**src/rtl/decode_pkg.sv**
```systemverilog
// rtl/decode_pkg.sv - shared opcode, ALU-control and immediate-source definitions for the decode stage
package decode_pkg;

    localparam logic [6:0] OP_LW  = 7'b0000011;
    localparam logic [6:0] OP_SW  = 7'b0100011;
    localparam logic [6:0] OP_R   = 7'b0110011;
    localparam logic [6:0] OP_I   = 7'b0010011;
    localparam logic [6:0] OP_BEQ = 7'b1100011;

    localparam logic [2:0] ALU_ADD = 3'b000;
    localparam logic [2:0] ALU_SUB = 3'b001;
    localparam logic [2:0] ALU_AND = 3'b010;
    localparam logic [2:0] ALU_OR  = 3'b011;
    localparam logic [2:0] ALU_SLT = 3'b101;

    typedef enum logic [1:0] {
        IMM_NONE = 2'd0,
        IMM_I    = 2'd1,
        IMM_S    = 2'd2,
        IMM_B    = 2'd3
    } imm_src_e;

    typedef struct packed {
        logic       regwrite;
        logic       alusrc;
        logic       memwrite;
        logic       resultsrc;
        logic       branch;
        logic [2:0] alucontrol;
        imm_src_e   immsrc;
    } ctrl_t;

    function automatic logic [31:0] imm_ext32(input logic [31:0] instr, input imm_src_e src);
        logic [31:0] v;
        case (src)
            IMM_I:   v = {{20{instr[31]}}, instr[31:20]};
            IMM_S:   v = {{20{instr[31]}}, instr[31:25], instr[11:7]};
            IMM_B:   v = {{19{instr[31]}}, instr[31], instr[7], instr[30:25], instr[11:8], 1'b0};
            default: v = 32'd0;
        endcase
        return v;
    endfunction

endpackage

```
**src/rtl/decode_ctrl.sv**
```systemverilog
// rtl/decode_ctrl.sv - combinational opcode/funct decode into main control bits and ALU control
module decode_ctrl
    import decode_pkg::*;
(
    input  logic [6:0] i_opcode,
    input  logic [2:0] i_funct3,
    input  logic       i_funct7b5,
    output ctrl_t      o_ctrl
);

    logic [2:0] w_alu_funct;
    logic       w_is_r;

    assign w_is_r = (i_opcode == OP_R);

    // Only register-register ops may subtract; I-ALU funct7 bits are immediate bits.
    always_comb begin
        w_alu_funct = ALU_ADD;
        case (i_funct3)
            3'b000:  w_alu_funct = (w_is_r && i_funct7b5) ? ALU_SUB : ALU_ADD;
            3'b010:  w_alu_funct = ALU_SLT;
            3'b110:  w_alu_funct = ALU_OR;
            3'b111:  w_alu_funct = ALU_AND;
            default: w_alu_funct = ALU_ADD;
        endcase
    end

    always_comb begin
        o_ctrl = '0;
        case (i_opcode)
            OP_LW: begin
                o_ctrl.regwrite   = 1'b1;
                o_ctrl.alusrc     = 1'b1;
                o_ctrl.resultsrc  = 1'b1;
                o_ctrl.alucontrol = ALU_ADD;
                o_ctrl.immsrc     = IMM_I;
            end
            OP_SW: begin
                o_ctrl.alusrc     = 1'b1;
                o_ctrl.memwrite   = 1'b1;
                o_ctrl.alucontrol = ALU_ADD;
                o_ctrl.immsrc     = IMM_S;
            end
            OP_R: begin
                o_ctrl.regwrite   = 1'b1;
                o_ctrl.alucontrol = w_alu_funct;
                o_ctrl.immsrc     = IMM_NONE;
            end
            OP_I: begin
                o_ctrl.regwrite   = 1'b1;
                o_ctrl.alusrc     = 1'b1;
                o_ctrl.alucontrol = w_alu_funct;
                o_ctrl.immsrc     = IMM_I;
            end
            OP_BEQ: begin
                o_ctrl.branch     = 1'b1;
                o_ctrl.alucontrol = ALU_SUB;
                o_ctrl.immsrc     = IMM_B;
            end
            default: o_ctrl = '0;
        endcase
    end

endmodule

```
**src/rtl/decode_stage_hs.sv**
```systemverilog
// rtl/decode_stage_hs.sv - ID stage with register file, load-use stall and ID/EX handshake register (RF_BYPASS_EN: same-cycle writeback bypass)
module decode_stage_hs
    import decode_pkg::*;
#(
    parameter int XLEN = 32,
    parameter int NREG = 32,
    parameter int CW   = 16,
    localparam int AW  = $clog2(NREG)
) (
    input  logic            clk,
    input  logic            rst,
    input  logic            valid_i,
    output logic            ready_o,
    input  logic [31:0]     instr_i,
    input  logic [XLEN-1:0] pc_i,
    input  logic [XLEN-1:0] pc4_i,
    input  logic            wb_we_i,
    input  logic [AW-1:0]   wb_rd_i,
    input  logic [XLEN-1:0] wb_data_i,
    input  logic            flush_i,
    input  logic            ex_ready_i,
    output logic            valid_o,
    output logic            regwrite_o,
    output logic            alusrc_o,
    output logic            memwrite_o,
    output logic            resultsrc_o,
    output logic            branch_o,
    output logic [2:0]      alucontrol_o,
    output logic [XLEN-1:0] rd1_o,
    output logic [XLEN-1:0] rd2_o,
    output logic [XLEN-1:0] imm_o,
    output logic [XLEN-1:0] pc_o,
    output logic [XLEN-1:0] pc4_o,
    output logic [AW-1:0]   rs1_o,
    output logic [AW-1:0]   rs2_o,
    output logic [AW-1:0]   rd_o,
    output logic [CW-1:0]   hazard_cnt_o
);

    typedef struct packed {
        logic            valid;
        logic            regwrite;
        logic            alusrc;
        logic            memwrite;
        logic            resultsrc;
        logic            branch;
        logic [2:0]      alucontrol;
        logic [XLEN-1:0] rd1;
        logic [XLEN-1:0] rd2;
        logic [XLEN-1:0] imm;
        logic [XLEN-1:0] pc;
        logic [XLEN-1:0] pc4;
        logic [AW-1:0]   rs1;
        logic [AW-1:0]   rs2;
        logic [AW-1:0]   rd;
    } idex_t;

    logic [XLEN-1:0] r_rf [NREG];
    idex_t           r_idex;
    logic [CW-1:0]   r_hcnt;

    ctrl_t           w_ctrl;
    logic [AW-1:0]   w_rs1;
    logic [AW-1:0]   w_rs2;
    logic [AW-1:0]   w_rd;
    logic [XLEN-1:0] w_rd1;
    logic [XLEN-1:0] w_rd2;
    logic [XLEN-1:0] w_imm;
    logic            w_load_use;
    logic            w_xfer;
    idex_t           w_next;

    assign w_rs1 = instr_i[15 +: AW];
    assign w_rs2 = instr_i[20 +: AW];
    assign w_rd  = instr_i[7 +: AW];

    decode_ctrl u_ctrl (
        .i_opcode   (instr_i[6:0]),
        .i_funct3   (instr_i[14:12]),
        .i_funct7b5 (instr_i[30]),
        .o_ctrl     (w_ctrl)
    );

    assign w_imm = XLEN'($signed(imm_ext32(instr_i, w_ctrl.immsrc)));

    always_ff @(posedge clk) begin
        if (!rst) begin
            for (int i = 0; i < NREG; i++) r_rf[i] <= '0;
        end else if (wb_we_i && (wb_rd_i != '0)) begin
            r_rf[wb_rd_i] <= wb_data_i;
        end
    end

    always_comb begin
        w_rd1 = '0;
        w_rd2 = '0;
        if (w_rs1 != '0) w_rd1 = r_rf[w_rs1];
        if (w_rs2 != '0) w_rd2 = r_rf[w_rs2];
`ifdef RF_BYPASS_EN
        if (wb_we_i && (w_rs1 != '0) && (wb_rd_i == w_rs1)) w_rd1 = wb_data_i;
        if (wb_we_i && (w_rs2 != '0) && (wb_rd_i == w_rs2)) w_rd2 = wb_data_i;
`endif
    end

    assign w_load_use = valid_i && r_idex.valid && r_idex.resultsrc && (r_idex.rd != '0)
                        && ((r_idex.rd == w_rs1) || (r_idex.rd == w_rs2));
    assign ready_o    = (!r_idex.valid || ex_ready_i) && !w_load_use && !flush_i;
    assign w_xfer     = valid_i && ready_o;

    always_comb begin
        w_next            = '0;
        w_next.valid      = 1'b1;
        w_next.regwrite   = w_ctrl.regwrite;
        w_next.alusrc     = w_ctrl.alusrc;
        w_next.memwrite   = w_ctrl.memwrite;
        w_next.resultsrc  = w_ctrl.resultsrc;
        w_next.branch     = w_ctrl.branch;
        w_next.alucontrol = w_ctrl.alucontrol;
        w_next.rd1        = w_rd1;
        w_next.rd2        = w_rd2;
        w_next.imm        = w_imm;
        w_next.pc         = pc_i;
        w_next.pc4        = pc4_i;
        w_next.rs1        = w_rs1;
        w_next.rs2        = w_rs2;
        w_next.rd         = w_rd;
    end

    // Flush outranks everything; a stalled, unconsumed entry is held only while EX refuses it.
    always_ff @(posedge clk) begin
        if (!rst) begin
            r_idex <= '0;
            r_hcnt <= '0;
        end else if (flush_i) begin
            r_idex <= '0;
        end else if (w_xfer) begin
            r_idex <= w_next;
        end else if (w_load_use && ex_ready_i) begin
            r_idex <= '0;
            if (r_hcnt != '1) r_hcnt <= r_hcnt + 1'b1;
        end else if (!(r_idex.valid && !ex_ready_i)) begin
            r_idex <= '0;
        end
    end

    assign valid_o      = r_idex.valid;
    assign regwrite_o   = r_idex.regwrite;
    assign alusrc_o     = r_idex.alusrc;
    assign memwrite_o   = r_idex.memwrite;
    assign resultsrc_o  = r_idex.resultsrc;
    assign branch_o     = r_idex.branch;
    assign alucontrol_o = r_idex.alucontrol;
    assign rd1_o        = r_idex.rd1;
    assign rd2_o        = r_idex.rd2;
    assign imm_o        = r_idex.imm;
    assign pc_o         = r_idex.pc;
    assign pc4_o        = r_idex.pc4;
    assign rs1_o        = r_idex.rs1;
    assign rs2_o        = r_idex.rs2;
    assign rd_o         = r_idex.rd;
    assign hazard_cnt_o = r_hcnt;

endmodule

```
**config.mk**
```make
export PLATFORM = sky130hd
export DESIGN_NAME = decode_stage_hs
export DESIGN_NICKNAME = d
export VERILOG_FILES = /design/src/rtl/decode_pkg.sv /design/src/rtl/decode_ctrl.sv /design/src/rtl/decode_stage_hs.sv
export SDC_FILE = /design/constraint.sdc
export NUM_CORES = 2
export LEC_CHECK = 0
export BUFFER_PORTS_ARGS = -buffer_cell sky130_fd_sc_hd__clkbuf_2
export CORE_MARGIN = 10
export CORE_UTILIZATION = 45
export CTS_BUF_LIST = sky130_fd_sc_hd__clkbuf_8
export CTS_CLUSTER_DIAMETER = 150
export DETAILED_ROUTE_END_ITERATION = 8
export PLACE_DENSITY = 0.74
export SETUP_SLACK_MARGIN = 0.1
export SLEW_MARGIN = 0
export SYNTH_ARGS = -nofsm -noshare
export SYNTH_HDL_FRONTEND = slang
export SYNTH_SLANG_ARGS = --single-unit
```
**constraint.sdc**
```tcl
create_clock -name clk -period 5 [get_ports clk]
set_input_delay 0.75 -clock clk [delete_from_list [all_inputs] [get_ports clk]]
set_output_delay 0.75 -clock clk [all_outputs]
set_load 0.01 [all_outputs]
```
==> impl_metrics.yaml <==
grt:
  antenna_found_initial: 15
  grt_pass1_vias: 39738
  track_usage: 0.255
  overflow: 0
  grt_pass1_wl_um: 282000
  grt_max_degree: 90
hold_path:
  hp-class: "input pin to flip-flop"
timing:
  hold_viol_final: 0
  finalSetupViolCount: 0
  rsz0062_at_grt: "no"
  fin_crit_ps: 3220
  fin_crit_sh: 0.644
  fin_worst_skew_ps: 59.7
  max_freq_mhz: 310
  finalSetupTns_ps: 0
  slew_headroom: 0.191
  tightest_slew_ps: 1210
  maxSlewViolCount: 0
clock_tree:
  clockBufferDepth: 3
  numCtsBuffers: 199
  h-tree-depth: 4
  cts-root-buf: "clkbuf_8"
  cts_sinks: 1205
  worst_skew_pair.late_latency_ps: 960
  cts_resized: 0
  cts_tree: "yes"
  path_clk_slew_ps: 60
die:
  dieHeight_um: 386
  rows: 134
  dieWidth_um: 386
  initial_utilization: 0.453
  core_um2: 133000
  dieArea_um2: 149000
  ios: 340
logic_synthesis:
  yosys_warnings: 0
  syn_inst: 3955
  avgSynthCellArea_um2: 15.3
  ys_ff_latch: 1205
  async_flop_share: 0
  synth_area_um2: 60400
  ys.flop_type: "edfxtp_1"
  ys_types: 47
  synth-seq-area-share: 0.569
  synth_edf_count: 1024
detailed_routing:
  drtPass1Iterations: 5
  avgRoutedWirePerCell_um: 31.5
  drt_iter0_markers: 5785
  wirelength_um: 196000
  drtAntennaViolNets: 0
  vias_per_cell: 6.38
  drc: 0
  via_count: 39758
finish:
  finish.instance_area_um2: 68800
  area.growth.synth_to_final_pct: 13.9
  drive_above_1_share: 0.302
  nets: 4429
worst_setup_path:
  cp_cell_sequence: "buf_8 -> xnor2_1 -> nand3_1 -> o22ai_1 -> nand2_1 -> and2_1 -> clkbuf_2"
  path_max_fanout: 63
  arrival_ps: 2470
  max_stage_delay_ps: 600
  slowest_stage: "buf_8"
  criticalPathCategory: "input pin to primary output"
  endpoint_kind: "primary output"
  crit_path_start_kind: "input pin"
  required_ps: 4250
run_status:
  status: "complete, no violations"
place:
  place_area_um2: 64500
  port_buffers: 339
  detailed_place_hpwl_um: 120000
  gp_congestion: 0.903
pwr:
  peakVddDrop_mv: 0.281
  p_leak_nw: 24.8
  p_total_mw: 22.6
  power.density_nw_per_um2: 328
flow_run:
  drv_cap: 0
[per-stage QoR]
stage	cells	worst slack [ps]	hold WS, ps	util
finish	6234	1780	44.0	0.516
global route	6231	1600	16.5	0.515
CTS	6225	1690	0.757	0.515
detailed placement	5813	1470	449	0.484
global placement	5813	1520	442	0.484
floorplan	3986	820	481	-
[cell usage after synthesis, types with 2 or more instances]
library cell | number | area (um2)
nor3_1 | 10 | 50.1
nor2_1 | 52 | 195
a21oi_1 | 15 | 75.1
buf_4 | 30 | 225
nor4_1 | 3 | 18.8
nand4b_1 | 3 | 26.3
dfxtp_1 | 181 | 3620
buf_1 | 13 | 48.8
mux2i_1 | 250 | 2500
a32o_1 | 64 | 641
nand2_1 | 32 | 120
buf_2 | 100 | 500
mux4_2 | 510 | 11500
nor2b_1 | 10 | 62.6
and2_1 | 996 | 6230
clkbuf_1 | 290 | 1090
o311ai_0 | 4 | 35.0
o31ai_1 | 7 | 52.6
a211oi_1 | 2 | 15.0
or3b_2 | 2 | 17.5
o21ai_0 | 37 | 185
inv_1 | 7 | 26.3
o21a_1 | 2 | 15.0
mux2_2 | 6 | 67.6
edfxtp_1 | 1024 | 30700
xnor2_1 | 10 | 87.6
o2111ai_1 | 4 | 35.0
a311oi_1 | 2 | 17.5
a31oi_1 | 4 | 25.0
nand4_1 | 9 | 56.3
a22oi_1 | 120 | 901
nand2b_1 | 8 | 50.1
or3_1 | 3 | 18.8
nand3b_1 | 7 | 52.6
nand3_1 | 21 | 105
o41ai_1 | 4 | 35.0
or4_1 | 7 | 52.6
a22o_1 | 97 | 850
[area by class of cell]
type	count	area, um2
clock inverters	155	862
multi-input cells	2339	24800
diodes	9	22.5
well taps	1768	2210
repair buffers	536	3600
inverters	8	30.0
flip-flops and latches	1205	34400
fillers	10720	64700
clock buffers	214	2950
[flip-flops by register name (all words and copies together) (netlist names)]
signal and count:
rd_o 5, pc4_o 32, alusrc_o 1, regwrite_o 1, r_rf 1024, imm_o 13, rd1_o 32, hazard_cnt_o 16
resultsrc_o 1, rs1_o 5, memwrite_o 1, valid_o 1, rd2_o 32, rs2_o 5, alucontrol_o 3, pc_o 32
branch_o 1
[worst max-delay path, delay by kind of cell]
kind / cells / cell delay [ps]
AOI/OAI and AO/OA: 1 / 370
xor gates and xnor gates: 1 / 200
buffers and inverters: 2 / 730
and+or+nand+nor: 3 / 380
[path summary, 6_finish.rpt]
kind / slack [ps] / cells past startpoint / start / endpoint
hold reg to reg: 460 / 2 / imm_o[1] / imm_o[1]
hold / removal: 40 / 2 / pc4_i[30] / pc4_o[30]
setup / recovery: 1780 / 7 / instr_i[15] / ready_o
setup reg to reg: 2290 / 7 / valid_o / pc4_o[6]
[cell usage in the layout (no fill, tap or decap), types with 80 or more instances in the layout]
cell type and count:
mux2i_1 250, a22o_1 97, inv_1 80, a22oi_1 120
buf_4 135, edfxtp_1 1024, clkbuf_8 214, dfxtp_1 181
and2_1 995, clkbuf_2 332, mux4_2 510
[cell families (layout without fill, tap and decap cells)]
| family | Yosys count | count (layout) | synth area share |
|---|---|---|---|
| AOI/OAI and AO/OA | 365 | 365 | 0.0481 |
| xor gates and xnor gates | 10 | 10 | 0.00145 |
| muxes | 766 | 766 | 0.233 |
| other | 1 | 41 | 0.0000621 |
| adders and majority gates | 1 | 1 | 0.000207 |
| DFF | 1205 | 1205 | 0.569 |
| and+or+nand+nor | 1165 | 1165 | 0.117 |
| buffers and inverters | 442 | 913 | 0.0315 |
[routing by layer]
| metal | share of wire | GRT usage | vias to the layer above | wire (um) |
|---|---|---|---|---|
| li1 | - | - | 15994 | - |
| met1 | 0.37 | 0.332 | 20287 | 71800 |
| met2 | 0.46 | 0.389 | 3032 | 89800 |
| met3 | 0.13 | 0.0860 | 441 | 26500 |
| met4 | 0.043 | 0.106 | 4 | 8390 |
| met5 | 0.00013 | 0 | - | 25 |
[power breakdown]
| part | switching (mW) | leakage, nW | internal [mW] |
|---|---|---|---|
| logic | 1.40 | 11.4 | 1.08 |
| registers | 0.284 | 11.2 | 11.4 |
| clock network | 4.17 | 2.21 | 4.27 |
[what timing repair did]
| item | CTS | global route |
|---|---|---|
| setup buffers | 0 | 0 |
| setup endpoints to repair | 0 | 0 |
| hold buffers | 43 | 0 |
| endpoints found under the hold margin | 43 | 0 |
(Power assumes the default switching activity.)
